<file path="src/rtl/key_entry_ctrl.sv">
// rtl/key_entry_ctrl.sv - PS/2 key entry: scancode filtering, ASCII block assembly, echo
//
// Purpose:
//   Accepts raw PS/2 set-2 scancodes and drops break (F0 xx) and extended
//   (E0 xx / E0 F0 xx) sequences. It translates the remaining make codes
//   (A-Z, 0-9) to ASCII and stores them in an NBYTES-character block. The
//   block is handed over on a valid/ready handshake, and each accepted
//   character (or backspace) is echoed for display.
//
// Optional feature macro: AUTO_COMMIT_EN
//   When this macro is defined, storing the NBYTES-th character presents the
//   block at once, so no Enter is needed. Enter still commits a partial block.
//
// Parameters:
//   NBYTES      characters per block (>=1)
//
// Ports:
//   clk         in   system clock, rising edge
//   rst_n       in   asynchronous active-low reset
//   scan_valid  in   1-cycle strobe, scan_code holds a new byte
//   scan_code   in   raw scancode byte
//   blk_valid   out  block available
//   blk_ready   in   consumer accepts the block
//   blk_data    out  first char in [8*NBYTES-1 -: 8], unfilled bytes 00
//   chr_valid   out  1-cycle echo strobe
//   chr_data    out  echoed ASCII (08 for backspace)
//   count       out  characters currently buffered

module key_entry_ctrl #(
  parameter int NBYTES = 16
) (
  input  logic                         clk,
  input  logic                         rst_n,
  input  logic                         scan_valid,
  input  logic [7:0]                   scan_code,
  output logic                         blk_valid,
  input  logic                         blk_ready,
  output logic [8*NBYTES-1:0]          blk_data,
  output logic                         chr_valid,
  output logic [7:0]                   chr_data,
  output logic [$clog2(NBYTES+1)-1:0]  count
);

  localparam int CW = $clog2(NBYTES + 1);
  localparam int IW = (NBYTES > 1) ? $clog2(NBYTES) : 1;
  localparam logic [CW-1:0] FULL = CW'(NBYTES);
`ifdef AUTO_COMMIT_EN
  localparam logic [CW-1:0] LAST = CW'(NBYTES - 1);
`endif

  localparam logic [7:0] SC_BREAK = 8'hF0;
  localparam logic [7:0] SC_EXT   = 8'hE0;
  localparam logic [7:0] SC_ENTER = 8'h5A;
  localparam logic [7:0] SC_BKSP  = 8'h66;
  localparam logic [7:0] ASC_BS   = 8'h08;

  typedef enum logic [1:0] {COLLECT, BREAK, EXT, PRESENT} state_t;
  // Prefix tracking while a block waits in PRESENT, so that a release or an
  // extended sequence split across the handshake is still swallowed.
  typedef enum logic [1:0] {SH_NONE, SH_BRK, SH_EXT} shadow_t;

  state_t      state, state_nxt;
  shadow_t     shadow, shadow_nxt;
  logic [CW-1:0] cnt_nxt, cnt_dec;
  logic [7:0]  mem [NBYTES];
  logic        wr_en, clr_all, echo;
  logic [IW-1:0] wr_idx;
  logic [7:0]  wr_byte, echo_data, ascii;

  // Set-2 make code to ASCII. 00 marks an unmapped code.
  function automatic logic [7:0] scan_to_ascii(input logic [7:0] code);
    logic [7:0] a;
    a = 8'h00;
    case (code)
      8'h1C: a = 8'h41; 8'h32: a = 8'h42; 8'h21: a = 8'h43; 8'h23: a = 8'h44;
      8'h24: a = 8'h45; 8'h2B: a = 8'h46; 8'h34: a = 8'h47; 8'h33: a = 8'h48;
      8'h43: a = 8'h49; 8'h3B: a = 8'h4A; 8'h42: a = 8'h4B; 8'h4B: a = 8'h4C;
      8'h3A: a = 8'h4D; 8'h31: a = 8'h4E; 8'h44: a = 8'h4F; 8'h4D: a = 8'h50;
      8'h15: a = 8'h51; 8'h2D: a = 8'h52; 8'h1B: a = 8'h53; 8'h2C: a = 8'h54;
      8'h3C: a = 8'h55; 8'h2A: a = 8'h56; 8'h1D: a = 8'h57; 8'h22: a = 8'h58;
      8'h35: a = 8'h59; 8'h1A: a = 8'h5A;
      8'h45: a = 8'h30; 8'h16: a = 8'h31; 8'h1E: a = 8'h32; 8'h26: a = 8'h33;
      8'h25: a = 8'h34; 8'h2E: a = 8'h35; 8'h36: a = 8'h36; 8'h3D: a = 8'h37;
      8'h3E: a = 8'h38; 8'h46: a = 8'h39;
      default: a = 8'h00;
    endcase
    return a;
  endfunction

  assign ascii   = scan_to_ascii(scan_code);
  assign cnt_dec = count - CW'(1);

  always_comb begin
    state_nxt  = state;
    shadow_nxt = shadow;
    cnt_nxt    = count;
    wr_en      = 1'b0;
    wr_idx     = count[IW-1:0];
    wr_byte    = 8'h00;
    clr_all    = 1'b0;
    echo       = 1'b0;
    echo_data  = 8'h00;

    case (state)
      COLLECT: begin
        if (scan_valid) begin
          if (scan_code == SC_BREAK) begin
            state_nxt = BREAK;
          end else if (scan_code == SC_EXT) begin
            state_nxt = EXT;
          end else if (scan_code == SC_ENTER) begin
            if (count != '0) state_nxt = PRESENT;
          end else if (scan_code == SC_BKSP) begin
            if (count != '0) begin
              cnt_nxt   = cnt_dec;
              wr_en     = 1'b1;
              wr_idx    = cnt_dec[IW-1:0];
              wr_byte   = 8'h00;
              echo      = 1'b1;
              echo_data = ASC_BS;
            end
          end else if (ascii != 8'h00 && count < FULL) begin
            wr_en     = 1'b1;
            wr_byte   = ascii;
            cnt_nxt   = count + CW'(1);
            echo      = 1'b1;
            echo_data = ascii;
`ifdef AUTO_COMMIT_EN
            if (count == LAST) state_nxt = PRESENT;
`endif
          end
        end
      end

      BREAK: begin
        if (scan_valid) state_nxt = COLLECT;
      end

      EXT: begin
        if (scan_valid) state_nxt = (scan_code == SC_BREAK) ? BREAK : COLLECT;
      end

      PRESENT: begin
        if (scan_valid) begin
          case (shadow)
            SH_NONE: begin
              if (scan_code == SC_BREAK)    shadow_nxt = SH_BRK;
              else if (scan_code == SC_EXT) shadow_nxt = SH_EXT;
            end
            SH_BRK:  shadow_nxt = SH_NONE;
            SH_EXT:  shadow_nxt = (scan_code == SC_BREAK) ? SH_BRK : SH_NONE;
            default: shadow_nxt = SH_NONE;
          endcase
        end
        if (blk_ready) begin
          clr_all = 1'b1;
          cnt_nxt = '0;
          // Resume in whichever prefix state is still open.
          case (shadow_nxt)
            SH_BRK:  state_nxt = BREAK;
            SH_EXT:  state_nxt = EXT;
            default: state_nxt = COLLECT;
          endcase
          shadow_nxt = SH_NONE;
        end
      end

      default: state_nxt = COLLECT;
    endcase
  end

  always_ff @(posedge clk or negedge rst_n) begin
    if (!rst_n) begin
      state     <= COLLECT;
      shadow    <= SH_NONE;
      count     <= '0;
      chr_valid <= 1'b0;
      chr_data  <= 8'h00;
      for (int i = 0; i < NBYTES; i++) mem[i] <= 8'h00;
    end else begin
      state     <= state_nxt;
      shadow    <= shadow_nxt;
      count     <= cnt_nxt;
      chr_valid <= echo;
      chr_data  <= echo_data;
      if (clr_all) begin
        for (int i = 0; i < NBYTES; i++) mem[i] <= 8'h00;
      end else if (wr_en) begin
        mem[wr_idx] <= wr_byte;
      end
    end
  end

  assign blk_valid = (state == PRESENT);

  always_comb begin
    blk_data = '0;
    for (int i = 0; i < NBYTES; i++) blk_data[8*(NBYTES-1-i) +: 8] = mem[i];
  end

endmodule

</file>
<file path="config.mk">
export PLATFORM = sky130hd
export DESIGN_NAME = key_entry_ctrl
export DESIGN_NICKNAME = d
export VERILOG_FILES = /design/src/rtl/key_entry_ctrl.sv
export SDC_FILE = /design/constraint.sdc
export NUM_CORES = 1
export LEC_CHECK = 0
export CAP_MARGIN = 10
export CORE_UTILIZATION = 30
export DETAILED_ROUTE_END_ITERATION = 6
export PLACE_DENSITY = 0.6
export SETUP_SLACK_MARGIN = 0.05
export SYNTH_ARGS = -nofsm -noshare
export SYNTH_HDL_FRONTEND = slang
export SYNTH_SLANG_ARGS = --single-unit
</file>
<file path="constraint.sdc">
create_clock -name clk -period 3.6 [get_ports clk]
set_input_delay 0.72 -clock clk [delete_from_list [all_inputs] [get_ports clk]]
set_output_delay 0.72 -clock clk [all_outputs]
set_load 0.005 [all_outputs]
</file>
; ---- Yosys cells after proc, flatten, opt, wreduce, memory -nomap -nowiden
; Memories as Yosys holds them, arrays and structs flattened.
; Index checks and enable logic that the tools add are counted.
[totals]
regBits = 146
romBits = 896
output_inout_bits = 143
word_cells = 122
memories = 1
[mem_list]
columns = name, words, word_bits, read_ports, rd_ports_with_merged_regs, wr, line_no
row1 = (name not given), 128, 7, 1, 0, 0, 74  ; case (code)
[op_classes]
n_addsub = 2
magnitude_cmp = 3
eq_ne = 21
mux = 63
bitwise_logic = 1
n_reduce_logical = 10
[op_table]
columns = op, n
row1 = $mux 128, 2
row2 = $bwmux 128, 1
row3 = $mux 8, 15
row4 = $mux 5, 8
row5 = $demux 8 s4, 1
row6 = $mux 4, 8
row7 = $mux 2, 13
row8 = $eq 8x7->1 const B, 2
row9 = $eq 8x8->1 const B, 2
row10 = $ne 2x2->1 const B, 6
row11 = $mux 1, 11
row12 = $pmux 5 s2, 1
row13 = $eq 2x2->1 const B, 4
row14 = $ne 4x4->1 const B, 2
row15 = $pmux 2 s2, 2
row16 = $pmux 2 s4, 1
row17 = $reduce_and 8->1, 1
row18 = $reduce_bool 8->1, 1
row19 = $ne 3x3->1 const B, 2
row20 = $reduce_and 6->1, 1
row21 = $add 5x1->5 const B, 1
row22 = $ge 5x5->1 const B, 1
row23 = $lt 5x1->1 const B, 1
row24 = $lt 5x5->1 const B, 1
row25 = 8 further kinds, 12

; ---- Logic depth before layout (Yosys ltp)
; Gate-level depths: netlist of the first run.
[logic_depth]
depth_word = 16
mapped_depth = 12
mapped_depth_nobuf = 10

; ---- Worst setup path after synthesis of the first run
; OpenSTA, ideal clock, no wires.
[synth_path]
kind = input-to-reg
start = in scan_code[0]
end = reg mem (netlist bit blk_data[56])
arrival_time_ns = 3.109
required_ns = 3.521
slack_ns = 0.412
stages = 12
n_path_buf = 2
path_cell_list = inv_1 -> ha_1 -> buf_2 -> mux2_2 -> a31o_2 -> a221o_1 -> a21oi_1 -> nand4bb_1 -> nor2_4 -> or3_1 -> buf_6 -> mux2i_1
[synth_between]
elab_chain_cells = 15
word_cells_on_any_way = 38
classes_between = order compare: 2 / eq/ne: 4 / mux: 26 / bitwise: 1 / reduce/logical: 4 / memory: 1
[synth_rtl]
columns = element, line_no
row1 = start: declaration, 35  ; input logic [7:0] scan_code,
row2 = "parallel branches: the longest is 15 deep, another holds $mem_v2 128x7", -
row3 = end signal: indexed assignment, 189  ; mem[wr_idx] <= wr_byte;
row4 = end: declaration, 65  ; logic [7:0] mem [NBYTES];
; Parallel ways; which one is timed is not known. The select of a mux whose other input is x is not followed.
; A chain may end at the register's enable or synchronous reset.

; ---- Final worst setup path of the first run
[layout_path]
start = in scan_code[1]
end = reg mem (netlist bit blk_data[49])
; Same word-level chain as after synthesis.

==> key figures, run 1 <==
Synth
  • Ys async rst share: 1.00
  • Synth warnings: 0
  • Seq/Total Area, Yosys: 0.469
  • Ys flop type: dfrtp_1
  • Mean Syn Cell Area: 10.2 µm²
  • Synth unique cells: 73
  • Syn Std Cell Area: 6890 µm²
  • Post-synth EDFFs: 0
  • Mapped Cells: 675
  • #FFs+latches synth: 129

Placement
  • Dpl cells: 1144
  • Routability Congestion: 0.860
  • # port buffers: 137
  • Hpwl dp: 14.7 mm

Detailed routing
  • Final WL: 20.6 mm
  • Vias per cell: 4.88
  • Wirelength per Cell: 17.6 µm
  • Detail Route Antenna Nets: 0
  • TritonRoute pass-1 iters: 5
  • Detailed Route Iter0 Violations: 369
  • Via Count: 5744
  • Remaining DRCs: 0

Setup path
  • Reg2reg start: count[1]
  • Crit path from: scan_code[1]
  • Crit path to: blk_data[49]
  • Worst setup SP type: input pin
  • Worst Setup End Kind: flop
  • RR Endpoint: blk_data[38]
  • CP Data Required Time: 3930 ps
  • Max stage delay on crit path: 510 ps
  • Worst Path Arrival: 3750 ps
  • Max FO, Critical Path: 8
  • WP depth: 12
  • Critical path buffers and inverters: 3
  • Crit-path cells: clkdlybuf4s50_1 > inv_1 > ha_1 > mux2_2 > a31o_2 > a221o_1 > a21oi_1 > nand4bb_1 > or2_1 > buf_12 > nand3_2 > mux2i_1
  • Worst r2r path cells: 9
  • Crit path max-delay family: buffers and inverters
  • Crit Path Class: in2reg
  • Setup slack, reg-to-reg: 550 ps
  • CP max stage cell: clkdlybuf4s50_1

STA
  • Fin. max-slew vios: 0
  • Clk_skew: 7.56 ps
  • Slew @ Worst Pin: 1060 ps
  • Hold Slack: 294 ps
  • Max transition margin: 0.294
  • RSZ-0062 raised after global routing: true
  • Endpoints failing setup: 0
  • Final Hold Viols: 0
  • Minimum clock period: 3420 ps
  • Crit share post-route: 0.951
  • FMAX: 292 MHz

Final layout
  • Commonest non-fill, non-tap cell in the layout: clkdlybuf4s50_1
  • Layout cells sized above 1: 0.180
  • Filler instances: 2159
  • Fin cells: 1176
  • Fin nets: 899
  • Growth of design area from synthesis to finish: 42.5%
  • Commonest cells after routing, fill and taps aside: clkdlybuf4s50_1, dfrtp_1, nand2_1, mux2i_1, buf_4
  • Post-Route Utilization: 0.435
  • Antenna Cells: 0
  • Register area: 3230 µm²
  • Multi-input logic area: 3310 µm²

Floorplanning
  • IO Count: 155
  • Die area: 23600 µm²
  • Initial Utilization: 0.305
  • Rows: 55
  • Die X: 154 µm
  • DIE HEIGHT: 154 µm
  • Core area: 22600 µm²

Clocking
  • Worst skew pair latency: 420 ps
  • Total clock sinks: 129
  • CTS hold repair buffers: 0
  • Clk slew on worst S/H paths: 60 ps
  • CTS max path bufs: 2
  • CTS tree: done
  • Root buffer cell: clkbuf_16
  • Num CTS Buffers: 17
  • H-tree depth: 4
  • Post-CTS Repair Setup Buffers: 0

Global routing
  • Pin count of the biggest net entering global routing: 96
  • Vias in the first global route: 5908
  • GRT Total Usage: 0.183
  • Initial antenna violation count: 0
  • First-pass GRT wire length: 33.6 mm
  • Overflow after GRT: 0

Hold path
  • Worst hold path type: in2async

Pwr
  • Net switching power: 1.64 mW
  • P_leak: 4.64 nW
  • Sw Share: 0.313
  • Share of power burned in registers: 0.343
  • VDD IR max: 0.000314 V
  • PD cells: 531 nW/µm²
  • Combinational share of power: 0.303
  • Clock share of power: 0.354
  • Internal power: 3.58 mW

Status
  • Outcome: finished clean

Run
  • Max_cap viols: 0
-- sequential cells by signal, indices dropped and copies added (netlist names) --
signal	cells
chr_valid	1
blk_data	112
state	2
shadow	2
chr_data	7
count	5
-- routing by layer --
metal | part of all wire | GRT usage | vias to the layer above | wire, µm
li1 | - | - | 2745 | -
met1 | 0.46 | 0.246 | 2820 | 9470
met2 | 0.47 | 0.288 | 152 | 9640
met3 | 0.056 | 0.0451 | 27 | 1170
met4 | 0.018 | 0.0586 | 0 | 373
met5 | 0 | 0 | - | 0
-- worst min path at each step --
stage                       from      endpoint  slack (ps)
floorplan                  rst_n   blk_data[0]         420
global placement    blk_data[82]  blk_data[82]         460
detailed placement  blk_data[83]  blk_data[83]         460
CTS                        rst_n   chr_data[2]         310
global route               rst_n   chr_data[2]         320
finish                     rst_n   chr_data[2]         290
-- cells in the mapped netlist, drive strengths merged (4+ instances only) --
cell type  instances  area [µm²]
a211oi             4        30.0
a21o              20         150
a21oi             23         115
a22o               6        52.6
a31o               4        35.0
a31oi              8        92.6
buf               37         272
clkbuf            23        86.3
dfrtp            129        3230
ha                 9         113
inv               18        67.6
mux2i             93         931
nand2            121         454
nand2b            14        87.6
nand3             17         135
nor2              29         121
nor2b              7        51.3
nor3              30         218
nor3b              4        35.0
o211ai             4        30.0
o21ai             15        75.1
o22ai              4        25.0
or3                4        25.0
-- power by group through the flow --
stage | Clock (mW) | Combinational, mW | Sequential (mW)
floorplan | 0 | 0.805 | 1.77
global placement | 0 | 1.58 | 1.81
detailed placement | 0 | 1.58 | 1.81
CTS | 1.87 | 1.59 | 1.79
global route | 1.93 | 1.73 | 1.82
finish | 1.85 | 1.58 | 1.79
-- what timing repair did --
action / CTS / global route
gates resized for setup: 0 / 2
endpoints found under the setup margin: 0 / 47
hold endpoints to repair: 0 / 0
-- final cells by class --
cell class,count,share of cell area
inverter,18,0.00688
timing repair buffer,228,0.227
clock inverter,13,0.0187
sequential,129,0.329
tap,285,0.0363
multi-input combinational,484,0.337
clock buffer,19,0.0451
-- metrics by stage --
step | setup slack, ps | TNS, ps | area, µm² | total power [mW]
final | 178 | 0 | 9820 | 5.22
after global routing | 48.2 | 0 | 9820 | 5.47
after CTS | 173 | 0 | 9810 | 5.26
after detailed placement | -266 | -19630 | 9180 | 3.39
after global placement | -269 | -18820 | 9180 | 3.39
after floorplan | 412 | 0 | 6950 | 2.58
-- cell families after synthesis --
group                      synth area share
buffers and inverters                0.0618
adders and majority gates            0.0163
AOI/OAI and AO/OA                     0.116
muxes                                 0.142
and+or+nand+nor                       0.193
other                              0.000544
xor gates and xnor gates            0.00127
DFF                                   0.469
Power figures use the tool's default switching activity.
==> run 2: changes to the inputs <==
--- a/config.mk
+++ b/config.mk
@@ -8,6 +8,7 @@
 export CAP_MARGIN = 10
 export CORE_UTILIZATION = 30
 export DETAILED_ROUTE_END_ITERATION = 6
+export GPL_ROUTABILITY_DRIVEN = 0
 export PLACE_DENSITY = 0.6
 export SETUP_SLACK_MARGIN = 0.05
 export SYNTH_ARGS = -nofsm -noshare
==> run 2 against run 1 <==
- cell area fell by 1.1%
- die area did not move
- clock skew barely moved
- count of clock-buffer cells in the layout fell by 1
- wire length fell by 3.5%
- fmax rose by 3.4%
- sequential cell count did not move
- total power fell by 1.7%
- largest cell class unchanged
- largest power group unchanged
==> key figures, run 2 (same netlist as run 1, synthesis figures left out) <==
Clocking
  • CTS max path bufs: 2
  • Num CTS Buffers: 17
  • Worst skew pair latency: 420 ps
  • H-tree depth: 4
  • Total clock sinks: 129
  • Root buffer cell: clkbuf_16
  • CTS tree: done
  • CTS hold repair buffers: 0
  • Clk slew on worst S/H paths: 60 ps

Final layout
  • Antenna Cells: 0
  • Layout cells sized above 1: 0.172
  • Fin cells: 1169
  • Growth of design area from synthesis to finish: 40.9%
  • Max reg flops: 112
  • Post-Route Utilization: 0.430
  • Commonest non-fill, non-tap cell in the layout: clkdlybuf4s50_1
  • Commonest cells after routing, fill and taps aside: clkdlybuf4s50_1, dfrtp_1, nand2_1, mux2i_1, buf_4
  • Fin nets: 892
  • Filler instances: 2183

Global routing
  • Initial antenna violation count: 0
  • First-pass GRT wire length: 32.1 mm
  • Pin count of the biggest net entering global routing: 75
  • Overflow after GRT: 0
  • Vias in the first global route: 5640
  • GRT Total Usage: 0.175

Detailed routing
  • Remaining DRCs: 0
  • Wirelength per Cell: 17.0 µm
  • Detailed Route Iter0 Violations: 377
  • TritonRoute pass-1 iters: 5
  • Routed length on met3: 1.22 mm
  • Via Count: 5711
  • Metal2 WL: 9.30 mm
  • Final WL: 19.9 mm
  • Top Layer Used: met4
  • Detail Route Antenna Nets: 0
  • Vias per cell: 4.89
  • M1 WL: 9.23 mm

STA
  • Hold Slack: 216 ps
  • Minimum clock period: 3310 ps
  • Max transition margin: 0.625
  • FMAX: 302 MHz
  • Final Hold Viols: 0
  • Clk_skew: 7.93 ps
  • Crit share post-route: 0.920
  • Endpoints failing setup: 0
  • Fin. max-slew vios: 0
  • RSZ-0062 raised after global routing: false
  • Slew @ Worst Pin: 562 ps

Pwr
  • P_leak: 4.57 nW
  • VDD IR max: 0.000300 V
  • PD cells: 528 nW/µm²
  • Total power: 5.13 mW

Floorplanning
  • Core area: 22600 µm²
  • Rows: 55
  • DIE HEIGHT: 154 µm
  • IO Count: 155
  • Die X: 154 µm
  • Initial Utilization: 0.305
  • Die area: 23600 µm²

Setup path
  • Max FO, Critical Path: 8
  • Setup slack, reg-to-reg: 620 ps
  • RR Endpoint: blk_data[104]
  • CP Data Required Time: 3940 ps
  • Worst Setup End Kind: flop
  • Worst Path Arrival: 3650 ps
  • Worst r2r path cells: 10
  • Crit Path Class: in2reg
  • Worst setup SP type: input pin
  • Reg2reg start: count[1]

Placement
  • Hpwl dp: 14.3 mm
  • # port buffers: 137
  • Dpl cells: 1136

Hold path
  • Worst hold path type: in2async

Status
  • Outcome: finished clean

Run
  • Max_cap viols: 0
## run 2: changes by cell type in the layout (fill, tap and decap cells not counted)
cell,change
ha_1,+1
clkbuf_1,-1
ha_2,-1
a31oi_1,+1
clkinv_2,-3
clkinv_4,-2
clkinvlp_4,+4
a31oi_2,-1
inv_6,+3
bufinv_16,-1
buf_12,-3
buf_4,-4
## run 2: worst max path at each step
| stage | startpoint | to | slack, ps | depth (start not counted) |
|---|---|---|---|---|
| after floorplan | scan_code[0] | blk_data[56] | 410 | 12 |
| after global placement | scan_code[1] | blk_data[50] | -160 | 12 |
| after detailed placement | scan_code[1] | blk_data[1] | -130 | 12 |
| after CTS | scan_code[1] | blk_data[1] | 300 | 12 |
| after global routing | scan_code[1] | blk_data[43] | 50 | 13 |
| final | scan_code[1] | blk_data[40] | 290 | 14 |
## run 2: layer usage
layer | vias to the layer above | GRT usage
met5 | - | 0
met4 | 0 | 0.0419
met3 | 8 | 0.0524
met2 | 144 | 0.274
met1 | 2838 | 0.236
li1 | 2721 | -
## run 2: worst max-delay path, cell delays in order
cell and delay (ps):
clkdlybuf4s50_1 500, buf_4 130, ha_1 290, and2b_1 250, buf_4 140, a21oi_1 60, nor3_1 150, a32o_1 210
nand4bb_1 170, buf_4 130, nor2_4 50, buf_12 140, nor3_4 470, mux2i_1 250
## run 2: where the power goes
group	switching, mW	total [mW]	internal [mW]	leakage [nW]
Clock	0.687	1.80	1.12	0.290
Sequential	0.157	1.78	1.63	1.78
Combinational	0.793	1.54	0.749	2.50
## run 2: layout make-up
class / instances / area (µm²) / area share
Sequential cell: 129 / 3230 / 0.333
Clock buffer: 18 / 439 / 0.0452
Multi-Input combinational cell: 484 / 3300 / 0.340
Clock inverter: 14 / 178 / 0.0183
Timing Repair Buffer: 221 / 2140 / 0.220
Inverter: 18 / 67.6 / 0.00696
Tap cell: 285 / 357 / 0.0367
## run 2: what timing repair did
action / 4_1_cts / 5_1_grt
setup buffers: 0 / 1
gates resized for setup: 0 / 0
setup endpoints to repair: 0 / 1
## run 2: through the flow
stage / instance area (µm²) / TNS, ps / setup WS (ps)
floorplan: 6950 / 0 / 412
global placement: 9070 / -12890 / -165
detailed placement: 9070 / -8070 / -128
CTS: 9690 / 0 / 303
global route: 9710 / 0 / 51.8
finish: 9710 / 0 / 290
==> run 3: changes to the inputs <==
--- a/config.mk
+++ b/config.mk
@@ -6,6 +6,7 @@
 export NUM_CORES = 1
 export LEC_CHECK = 0
 export CAP_MARGIN = 10
+export CORE_ASPECT_RATIO = 0.6
 export CORE_UTILIZATION = 30
 export DETAILED_ROUTE_END_ITERATION = 6
 export GPL_ROUTABILITY_DRIVEN = 0
==> run 3 against run 2 <==
- fmax fell by 0.67%
- cell count rose by 2.1%
- highest routed layer unchanged
- via count is 1.8% higher
- clock skew rose by 2.5 ps
==> key figures, run 3 (same netlist as run 1, synthesis figures left out) <==
Setup path
  • Worst Path Arrival: 3670 ps
  • Crit Path Class: in2reg
  • Worst setup SP type: input pin
  • CP Data Required Time: 3940 ps
  • Worst Setup End Kind: flop
  • Max FO, Critical Path: 8

STA
  • Fin. max-slew vios: 0
  • Slew @ Worst Pin: 791 ps
  • Final Hold Viols: 0
  • FMAX: 300 MHz
  • Final worst slack: 267 ps
  • Endpoints failing setup: 0
  • Minimum clock period: 3330 ps
  • Crit share post-route: 0.926
  • Clk_skew: 10.5 ps
  • RSZ-0062 raised after global routing: false
  • Max transition margin: 0.472

Global routing
  • Vias in the first global route: 5680
  • GRT Total Usage: 0.188
  • Initial antenna violation count: 0
  • Overflow after GRT: 0
  • First-pass GRT wire length: 33.7 mm
  • Pin count of the biggest net entering global routing: 82

Floorplanning
  • Die X: 198 µm
  • Die area: 23600 µm²
  • Initial Utilization: 0.309
  • IO Count: 155
  • Core area: 22300 µm²
  • DIE HEIGHT: 119 µm
  • Rows: 42

Clocking
  • Total clock sinks: 129
  • H-tree depth: 4
  • Num CTS Buffers: 17
  • Root buffer cell: clkbuf_16
  • Worst skew pair latency: 420 ps
  • CTS tree: done
  • Clk slew on worst S/H paths: 60 ps
  • CTS max path bufs: 2

Pwr
  • VDD IR max: 0.000373 V
  • Net switching power: 1.68 mW
  • Clock share of power: 0.357
  • Combinational share of power: 0.304
  • Total power: 5.31 mW
  • PD cells: 542 nW/µm²
  • P_leak: 4.59 nW
  • Internal power: 3.63 mW
  • Share of power burned in registers: 0.339
  • Sw Share: 0.316

Placement
  • # port buffers: 137
  • Hpwl dp: 15.1 mm
  • Worst slack, placed: -233 ps

Detailed routing
  • Detailed Route Iter0 Violations: 494
  • Final WL: 21.3 mm
  • Detail Route Antenna Nets: 0
  • Via Count: 5815
  • Wirelength per Cell: 17.9 µm
  • Remaining DRCs: 0
  • Vias per cell: 4.87
  • TritonRoute pass-1 iters: 4

Hold path
  • Worst hold path type: in2async

Final layout
  • Antenna Cells: 0
  • Commonest non-fill, non-tap cell in the layout: clkdlybuf4s50_1
  • Commonest cells after routing, fill and taps aside: clkdlybuf4s50_1, dfrtp_1, nand2_1, mux2i_1, buf_4
  • Max reg flops: 112
  • Filler instances: 2121
  • Growth of design area from synthesis to finish: 42.4%
  • Fin nets: 894
  • Layout cells sized above 1: 0.174

Run
  • Max_cap viols: 0

Status
  • Outcome: finished clean
[run 3: cell count changes in the layout (fill, tap and decap cells not counted)]
cell and delta:
bufinv_16 +2, clkinv_4 +1, clkbuf_1 +2, nor2_2 +1, nor4_1 -1, buf_4 +1
nor4_2 +1, clkbuf_8 -1, buf_6 +1, inv_6 -4, nand3_2 -2, nand3_4 +2
nor2_1 -1
[run 3: through the flow]
| stage | area [µm²] | util | std cells | hold WS [ps] | TNS, ps |
|---|---|---|---|---|---|
| global route | 9810 | 0.440 | 1194 | 414 | 0 |
| CTS | 9700 | 0.435 | 1190 | 389 | 0 |
| detailed placement | 9060 | 0.407 | 1158 | 468 | -13260 |
| global placement | 9060 | 0.407 | 1158 | 481 | -15150 |
| finish | 9810 | 0.440 | 1194 | 354 | 0 |
| floorplan | 6950 | - | 691 | 424 | 0 |
[run 3: worst paths after layout]
kind / start / endpoint / slack (ps) / depth (start not counted)
setup reg to reg: count[1] / blk_data[13] / 540 / 11
min in group clk: blk_data[20] / blk_data[20] / 490 / 1
hold reg to reg: blk_data[20] / blk_data[20] / 490 / 1
setup / recovery: scan_code[0] / count[4] / 270 / 12
hold / removal: rst_n / blk_data[11] / 350 / 1
max in group asynchronous: rst_n / blk_data[42] / 2490 / 2
[run 3: cell type report]
type | instances | area (µm²) | area share
Sequential cell | 129 | 3230 | 0.329
Clock inverter | 13 | 211 | 0.0216
Clock buffer | 19 | 433 | 0.0441
Timing Repair Buffer | 223 | 2160 | 0.220
Multi-Input combinational cell | 484 | 3330 | 0.339
Inverter | 18 | 67.6 | 0.00689
Tap cell | 308 | 385 | 0.0393
[run 3: timing repair]
item	in CTS	in global routing
setup endpoints to repair	0	53
hold buffers	0	0
setup buffers	0	4
gates resized for setup	0	4
[run 3: critical path: stages]
cell,delay (ps)
clkdlybuf4s50_1,420
inv_1,110
ha_1,360
and2b_1,300
nor4_2,90
buf_4,150
or4_4,530
nand3_2,120
nor2_4,90
buf_4,160
or4_1,470
a21oi_1,150
[run 3: per-layer routing]
metal,GRT usage,part of all wire,vias up
met5,0,0,-
met4,0.0402,0.0063,0
met3,0.0408,0.068,10
met2,0.246,0.39,213
met1,0.305,0.53,2847
li1,-,-,2745
[run 3: power by group through the flow]
| stage | registers (mW) | clock network (mW) | logic (mW) |
|---|---|---|---|
| 2_1_floorplan | 1.77 | 0 | 0.805 |
| 3_3_place_gp | 1.83 | 0 | 1.57 |
| 3_5_place_dp | 1.82 | 0 | 1.58 |
| 4_1_cts | 1.80 | 1.92 | 1.59 |
| 5_1_grt | 1.83 | 1.98 | 1.77 |
| 6_report | 1.80 | 1.90 | 1.61 |
